[src/rtl/multicycle_control.sv]
// Multicycle control FSM: sequences FETCH/DECODE/EXECUTE/MEM/WRITEBACK over a shared datapath,
// with memory-wait timeout. Define CTRL_PERF_COUNTER_EN to enable the retired-instruction counter.
module multicycle_control #(
   parameter int MEM_TIMEOUT = 15,
   parameter int CNT_W       = 16
) (
   input  logic             clock,
   input  logic             resetN,
   input  logic [4:0]       opCode,
   input  logic             zero,
   input  logic             memReady,
   output logic             pcWrite,
   output logic             irWrite,
   output logic             memRead,
   output logic             memWrite,
   output logic             iOrD,
   output logic             regDest,
   output logic             memToReg,
   output logic             regWrite,
   output logic             aluSrcA,
   output logic [1:0]       aluSrcB,
   output logic [1:0]       aluOp,
   output logic [1:0]       pcSource,
   output logic [3:0]       state,
   output logic             halted,
   output logic             illegalOp,
   output logic             memTimeout,
   output logic [CNT_W-1:0] instrCount
);

   localparam int WAIT_W = $clog2(MEM_TIMEOUT + 1);

   localparam logic [3:0] S_FETCH     = 4'd0;
   localparam logic [3:0] S_DECODE    = 4'd1;
   localparam logic [3:0] S_EXEC_R    = 4'd2;
   localparam logic [3:0] S_WB_R      = 4'd3;
   localparam logic [3:0] S_EXEC_ADDR = 4'd4;
   localparam logic [3:0] S_MEM_RD    = 4'd5;
   localparam logic [3:0] S_WB_MEM    = 4'd6;
   localparam logic [3:0] S_MEM_WR    = 4'd7;
   localparam logic [3:0] S_WB_I      = 4'd8;
   localparam logic [3:0] S_BRANCH    = 4'd9;
   localparam logic [3:0] S_HALT      = 4'd10;

   logic [3:0]        state_q, state_d;
   logic [WAIT_W-1:0] wait_q, wait_d;
   logic              is_wait;
   logic              tmo;

   // wait_q counts earlier no-ready cycles, so this cycle is the MEM_TIMEOUT-th one
   assign is_wait = (state_q == S_FETCH) || (state_q == S_MEM_RD) || (state_q == S_MEM_WR);
   assign tmo     = is_wait && !memReady && (wait_q == WAIT_W'(MEM_TIMEOUT - 1));
   assign state   = state_q;

   always_ff @(posedge clock) begin
      if (!resetN) begin
         state_q <= S_FETCH;
         wait_q  <= '0;
      end else begin
         state_q <= state_d;
         wait_q  <= wait_d;
      end
   end

   always_comb begin
      state_d = state_q;
      case (state_q)
         S_FETCH:     state_d = memReady ? S_DECODE : S_FETCH;
         S_DECODE: begin
            case (opCode)
               5'd0:             state_d = S_EXEC_R;
               5'd1, 5'd2, 5'd4: state_d = S_EXEC_ADDR;
               5'd3:             state_d = S_BRANCH;
               5'd31:            state_d = S_HALT;
               default:          state_d = S_FETCH;
            endcase
         end
         S_EXEC_R:    state_d = S_WB_R;
         S_WB_R:      state_d = S_FETCH;
         S_EXEC_ADDR: begin
            case (opCode)
               5'd1:    state_d = S_MEM_RD;
               5'd2:    state_d = S_MEM_WR;
               5'd4:    state_d = S_WB_I;
               default: state_d = S_FETCH;
            endcase
         end
         S_MEM_RD:    state_d = memReady ? S_WB_MEM : (tmo ? S_FETCH : S_MEM_RD);
         S_WB_MEM:    state_d = S_FETCH;
         S_MEM_WR:    state_d = (memReady || tmo) ? S_FETCH : S_MEM_WR;
         S_WB_I:      state_d = S_FETCH;
         S_BRANCH:    state_d = S_FETCH;
         S_HALT:      state_d = S_HALT;
         default:     state_d = S_FETCH;
      endcase

      // a FETCH timeout re-enters FETCH, so it must clear explicitly
      if (tmo || (state_d != state_q))
         wait_d = '0;
      else if (is_wait && !memReady)
         wait_d = wait_q + WAIT_W'(1);
      else
         wait_d = wait_q;
   end

   always_comb begin
      pcWrite    = 1'b0;
      irWrite    = 1'b0;
      memRead    = 1'b0;
      memWrite   = 1'b0;
      iOrD       = 1'b0;
      regDest    = 1'b0;
      memToReg   = 1'b0;
      regWrite   = 1'b0;
      aluSrcA    = 1'b0;
      aluSrcB    = 2'b00;
      aluOp      = 2'b00;
      pcSource   = 2'b00;
      halted     = 1'b0;
      illegalOp  = 1'b0;
      memTimeout = 1'b0;
      if (resetN) begin
         case (state_q)
            S_FETCH: begin
               memRead    = 1'b1;
               aluSrcB    = 2'b01;
               irWrite    = memReady;
               pcWrite    = memReady;
               memTimeout = tmo;
            end
            S_DECODE: begin
               aluSrcB   = 2'b11;
               illegalOp = !(opCode inside {5'd0, 5'd1, 5'd2, 5'd3, 5'd4, 5'd31});
            end
            S_EXEC_R: begin
               aluSrcA = 1'b1;
               aluOp   = 2'b01;
            end
            S_WB_R: begin
               regDest  = 1'b1;
               regWrite = 1'b1;
            end
            S_EXEC_ADDR: begin
               aluSrcA = 1'b1;
               aluSrcB = 2'b10;
            end
            S_MEM_RD: begin
               memRead    = 1'b1;
               iOrD       = 1'b1;
               memTimeout = tmo;
            end
            S_WB_MEM: begin
               memToReg = 1'b1;
               regWrite = 1'b1;
            end
            S_MEM_WR: begin
               memWrite   = 1'b1;
               iOrD       = 1'b1;
               memTimeout = tmo;
            end
            S_WB_I:   regWrite = 1'b1;
            S_BRANCH: begin
               aluSrcA  = 1'b1;
               aluOp    = 2'b10;
               pcSource = 2'b01;
               pcWrite  = zero;
            end
            S_HALT:   halted = 1'b1;
            default: ;
         endcase
      end
   end

`ifdef CTRL_PERF_COUNTER_EN
   logic [CNT_W-1:0] cnt_q, cnt_d;
   logic             retire;

   always_comb begin
      case (state_q)
         S_WB_R, S_WB_MEM, S_WB_I, S_BRANCH: retire = 1'b1;
         S_MEM_WR:                           retire = memReady;
         default:                            retire = 1'b0;
      endcase
      cnt_d = cnt_q + CNT_W'(retire);
   end

   always_ff @(posedge clock) begin
      if (!resetN) cnt_q <= '0;
      else         cnt_q <= cnt_d;
   end

   assign instrCount = cnt_q;
`else
   assign instrCount = '0;
`endif

endmodule

[config.mk]
export PLATFORM = sky130hd
export DESIGN_NAME = multicycle_control
export DESIGN_NICKNAME = d
export VERILOG_FILES = /design/src/rtl/multicycle_control.sv
export SDC_FILE = /design/constraint.sdc
export NUM_CORES = 1
export LEC_CHECK = 0
export ABC_AREA = 0
export CAP_MARGIN = 20
export CORE_UTILIZATION = 41
export CTS_BUF_LIST = sky130_fd_sc_hd__clkbuf_16
export DETAILED_ROUTE_END_ITERATION = 8
export GPL_TIMING_DRIVEN = 0
export PLACE_DENSITY = 0.8
export SETUP_SLACK_MARGIN = 0.2
export SLEW_MARGIN = 15
export SYNTH_ARGS = -nofsm -noshare
export SYNTH_HDL_FRONTEND = slang
export SYNTH_SLANG_ARGS = --single-unit
[constraint.sdc]
create_clock -name clock -period 2.51 [get_ports clock]
set_input_delay 0.3765 -clock clock [delete_from_list [all_inputs] [get_ports clock]]
set_output_delay 0.3765 -clock clock [all_outputs]
set_load 0.01 [all_outputs]
==> results_dict.tcl <==
set metrics [dict create \
    clock_skew_ps 3.32 \
    clkTransAtPathRegs_ps 40 \
    nets 199 \
    reg2reg_depth 7 \
    path_class "reg2out" \
    ys_seq_area_share_pct 16.1 \
    drc_errors 0 \
    timing.fmax_mhz 425 \
    clockBufferDepth 2 \
    crit_path_cell_trace "buf_6 -> clkbuf_4 -> or2_2 -> nor2_2 -> a211o_1 -> clkdlybuf4s50_1" \
    die_area_um2 2620 \
    startpoint_type "flop" \
    worst-endpoint-arrival_ps 1980 \
    cts_root_buffer "clkbuf_16" \
    firstDrtPassIters 5 \
    drive_above_1_share_pct 25.3 \
    grt_max_degree 11 \
    dpl.hpwl_mm 2.06 \
    r2r-start "state[2]" \
    first_iter_violations 22 \
    ys_async_sr_fraction_pct 0 \
    area_growth_pct 55.4 \
    startpoint "state[2]" \
    reg2reg_to "wait_q[1]" \
    cts_buffers 3 \
    antenna_found_initial 0 \
    synth_edf_count 0 \
    grt_usage_pct 24.4 \
    io_pins 47 \
    outcome "completed" \
    ir_drop_uv 475 \
    ys_ff_latch 8 \
    rrSetupSlack_ps 350 \
    finalCritPeriodShare_pct 93.7 \
    cts_tree "built" \
    cap_viol_max_count 0 \
    pwr_density_cell_nw_per_um2 353 \
    yosys-top-cells-area "dfxtp_1 16%, buf_4 13%, nor2_1 6.8%" \
    cts_hold_buffers 0 \
    syn_area_um2 993 \
    vias 1176 \
    io_buffers 28 \
    wl_per_cell_um 13.8 \
    yosys_warnings 0 \
    post_dp_cell_area_um2 1370 \
    syn_avg_cell_area_um2 7.25 \
    vias_per_cell 5.50 \
    hold_viol_final 0 \
    core_um2 2250 \
    p_total_mw 0.545 \
    cp-endpoint "aluSrcA" \
    grt_setup_unrepaired "true" \
    setup_viol 0 \
    insertion_delay_ps 230 \
    num_antenna_cells 0 \
    grt_overflow 0 \
    rows 17 \
    slowest_stage "clkdlybuf4s50_1" \
    syn_inst 137 \
    worstSetupEndpointType "output pin" \
    cts_max_level 1 \
    synth_top_area_share_pct 16.1 \
    cts.sinks 8 \
    synth.largest_area_cell "dfxtp_1" \
    grt_pass1_vias 1084 \
    synth.distinct_cells 47 \
    nFillCells 208 \
    power_leakage_nw 0.728 \
    hold_path_class "in2reg" \
    min_period_ps 2350 \
    grt_pass1_wl_mm 4.78 \
    final_util_pct 68.5 \
    drt_wl_total_mm 2.96 \
    design_area_um2 1540 \
    ys.flop_type "dfxtp_1" \
    crit_path_max_fanout 10 \
    initial_core_util_pct 44.1 \
    die_h_um 51.2 \
    chipWidth_um 51.2 \
    antenna_left 0 \
    cp.required_ps 2130 \
    max_stage_delay_ps 530 \
    gp_congestion 0.857 \
    slew_violations 0 \
]
[cell usage in the layout, fill, tap and decap left out, drive strengths merged, types with 4 or more instances in the layout]
cell type	Yosys	routed
buf	21	23
clkdlybuf4s50	0	18
nor2	18	18
conb	1	17
nand2	8	8
dfxtp	8	8
clkbuf	4	7
dlygate4sd2	0	6
nor3	6	6
nand3	5	5
o21ai	5	5
and3	5	5
a21oi	4	4
xor2	4	4
dlymetal6s2s	0	4
inv	4	4
[report_power, final]
part / total [mW] / internal, mW / switching, mW
clock network: 0.265 / 0.205 / 0.0598
registers: 0.134 / 0.131 / 0.00360
logic: 0.145 / 0.0693 / 0.0761
total: 0.545 / 0.405 / 0.140
[routing by layer]
layer  GRT usage (%)  wire [um]  vias to the layer above
met1            27.5       1140                      524
met5               0          0                        -
met4            14.4         93                        0
met3            4.17        244                       20
met2            42.5       1480                       73
li1                -          -                      559
[what timing repair did]
item                       4_1_cts  5_1_grt
setup buffers                    2        0
pin swaps                        2        3
setup endpoints to repair       16       12
resized for setup               24       13
[cell families after synthesis]
group	count (synthesis)	synth area share, %
DFF	8	16.1
muxes	2	2.14
other	1	0.377
buffers and inverters	29	18.3
AOI/OAI and AO/OA	28	20.3
and+or+nand+nor	62	35.9
adders and majority gates	2	2.52
xor gates and xnor gates	5	4.41
[worst max-delay path, delay by kind of cell, from the launching register on]
kind | cells | cell delay, ps
simple gates | 2 | 480
buf+inv | 3 | 860
flops | 1 | 310
compound gates | 1 | 110
[worst min path at each step]
| stage | from | endpoint | slack, ps | depth (start not counted) |
|---|---|---|---|---|
| after CTS | resetN | state[2] | 550 | 2 |
| after detailed placement | wait_q[3] | wait_q[3] | 540 | 2 |
| after floorplan | wait_q[3] | wait_q[3] | 490 | 2 |
| after global placement | wait_q[3] | wait_q[3] | 520 | 2 |
| after global routing | resetN | state[2] | 570 | 2 |
| final | resetN | state[2] | 550 | 2 |
[through the flow]
step                setup TNS [ps]  setup slack, ps  hold slack [ps]  cells
finish                           0              158              547    214
detailed placement            -244             -134              539    209
CTS                              0              110              546    214
floorplan                        0              448              492    153
global placement              -145            -92.4              519    209
global route                     0             56.7              574    214
[sequential cells by signal, indices dropped and copies added (netlist names)]
signal and flops:
wait_q 4, state 4
[Yosys cell counts, drive strengths merged, types with 3 or more instances]
library cell and instances:
buf 21, nor2 18, dfxtp 8, nand2 8, nor3 6, and3 5
nand3 5, o21ai 5, a21oi 4, clkbuf 4, inv 4, xor2 4
a211oi 3, a31oi 3, nand2b 3, nor2b 3, nor4b 3
[area by class of cell]
cell class	count	area, um2	area share [%]
Buffer	25	191	12.4
Multi-Input combinational cell	116	766	49.6
Inverter	4	15.0	0.972
Clock buffer	3	75.1	4.86
Tap cell	28	35.0	2.27
Timing Repair Buffer	30	298	19.3
Sequential cell	8	164	10.6
Note: power is estimated with default switching activity, not from simulation.
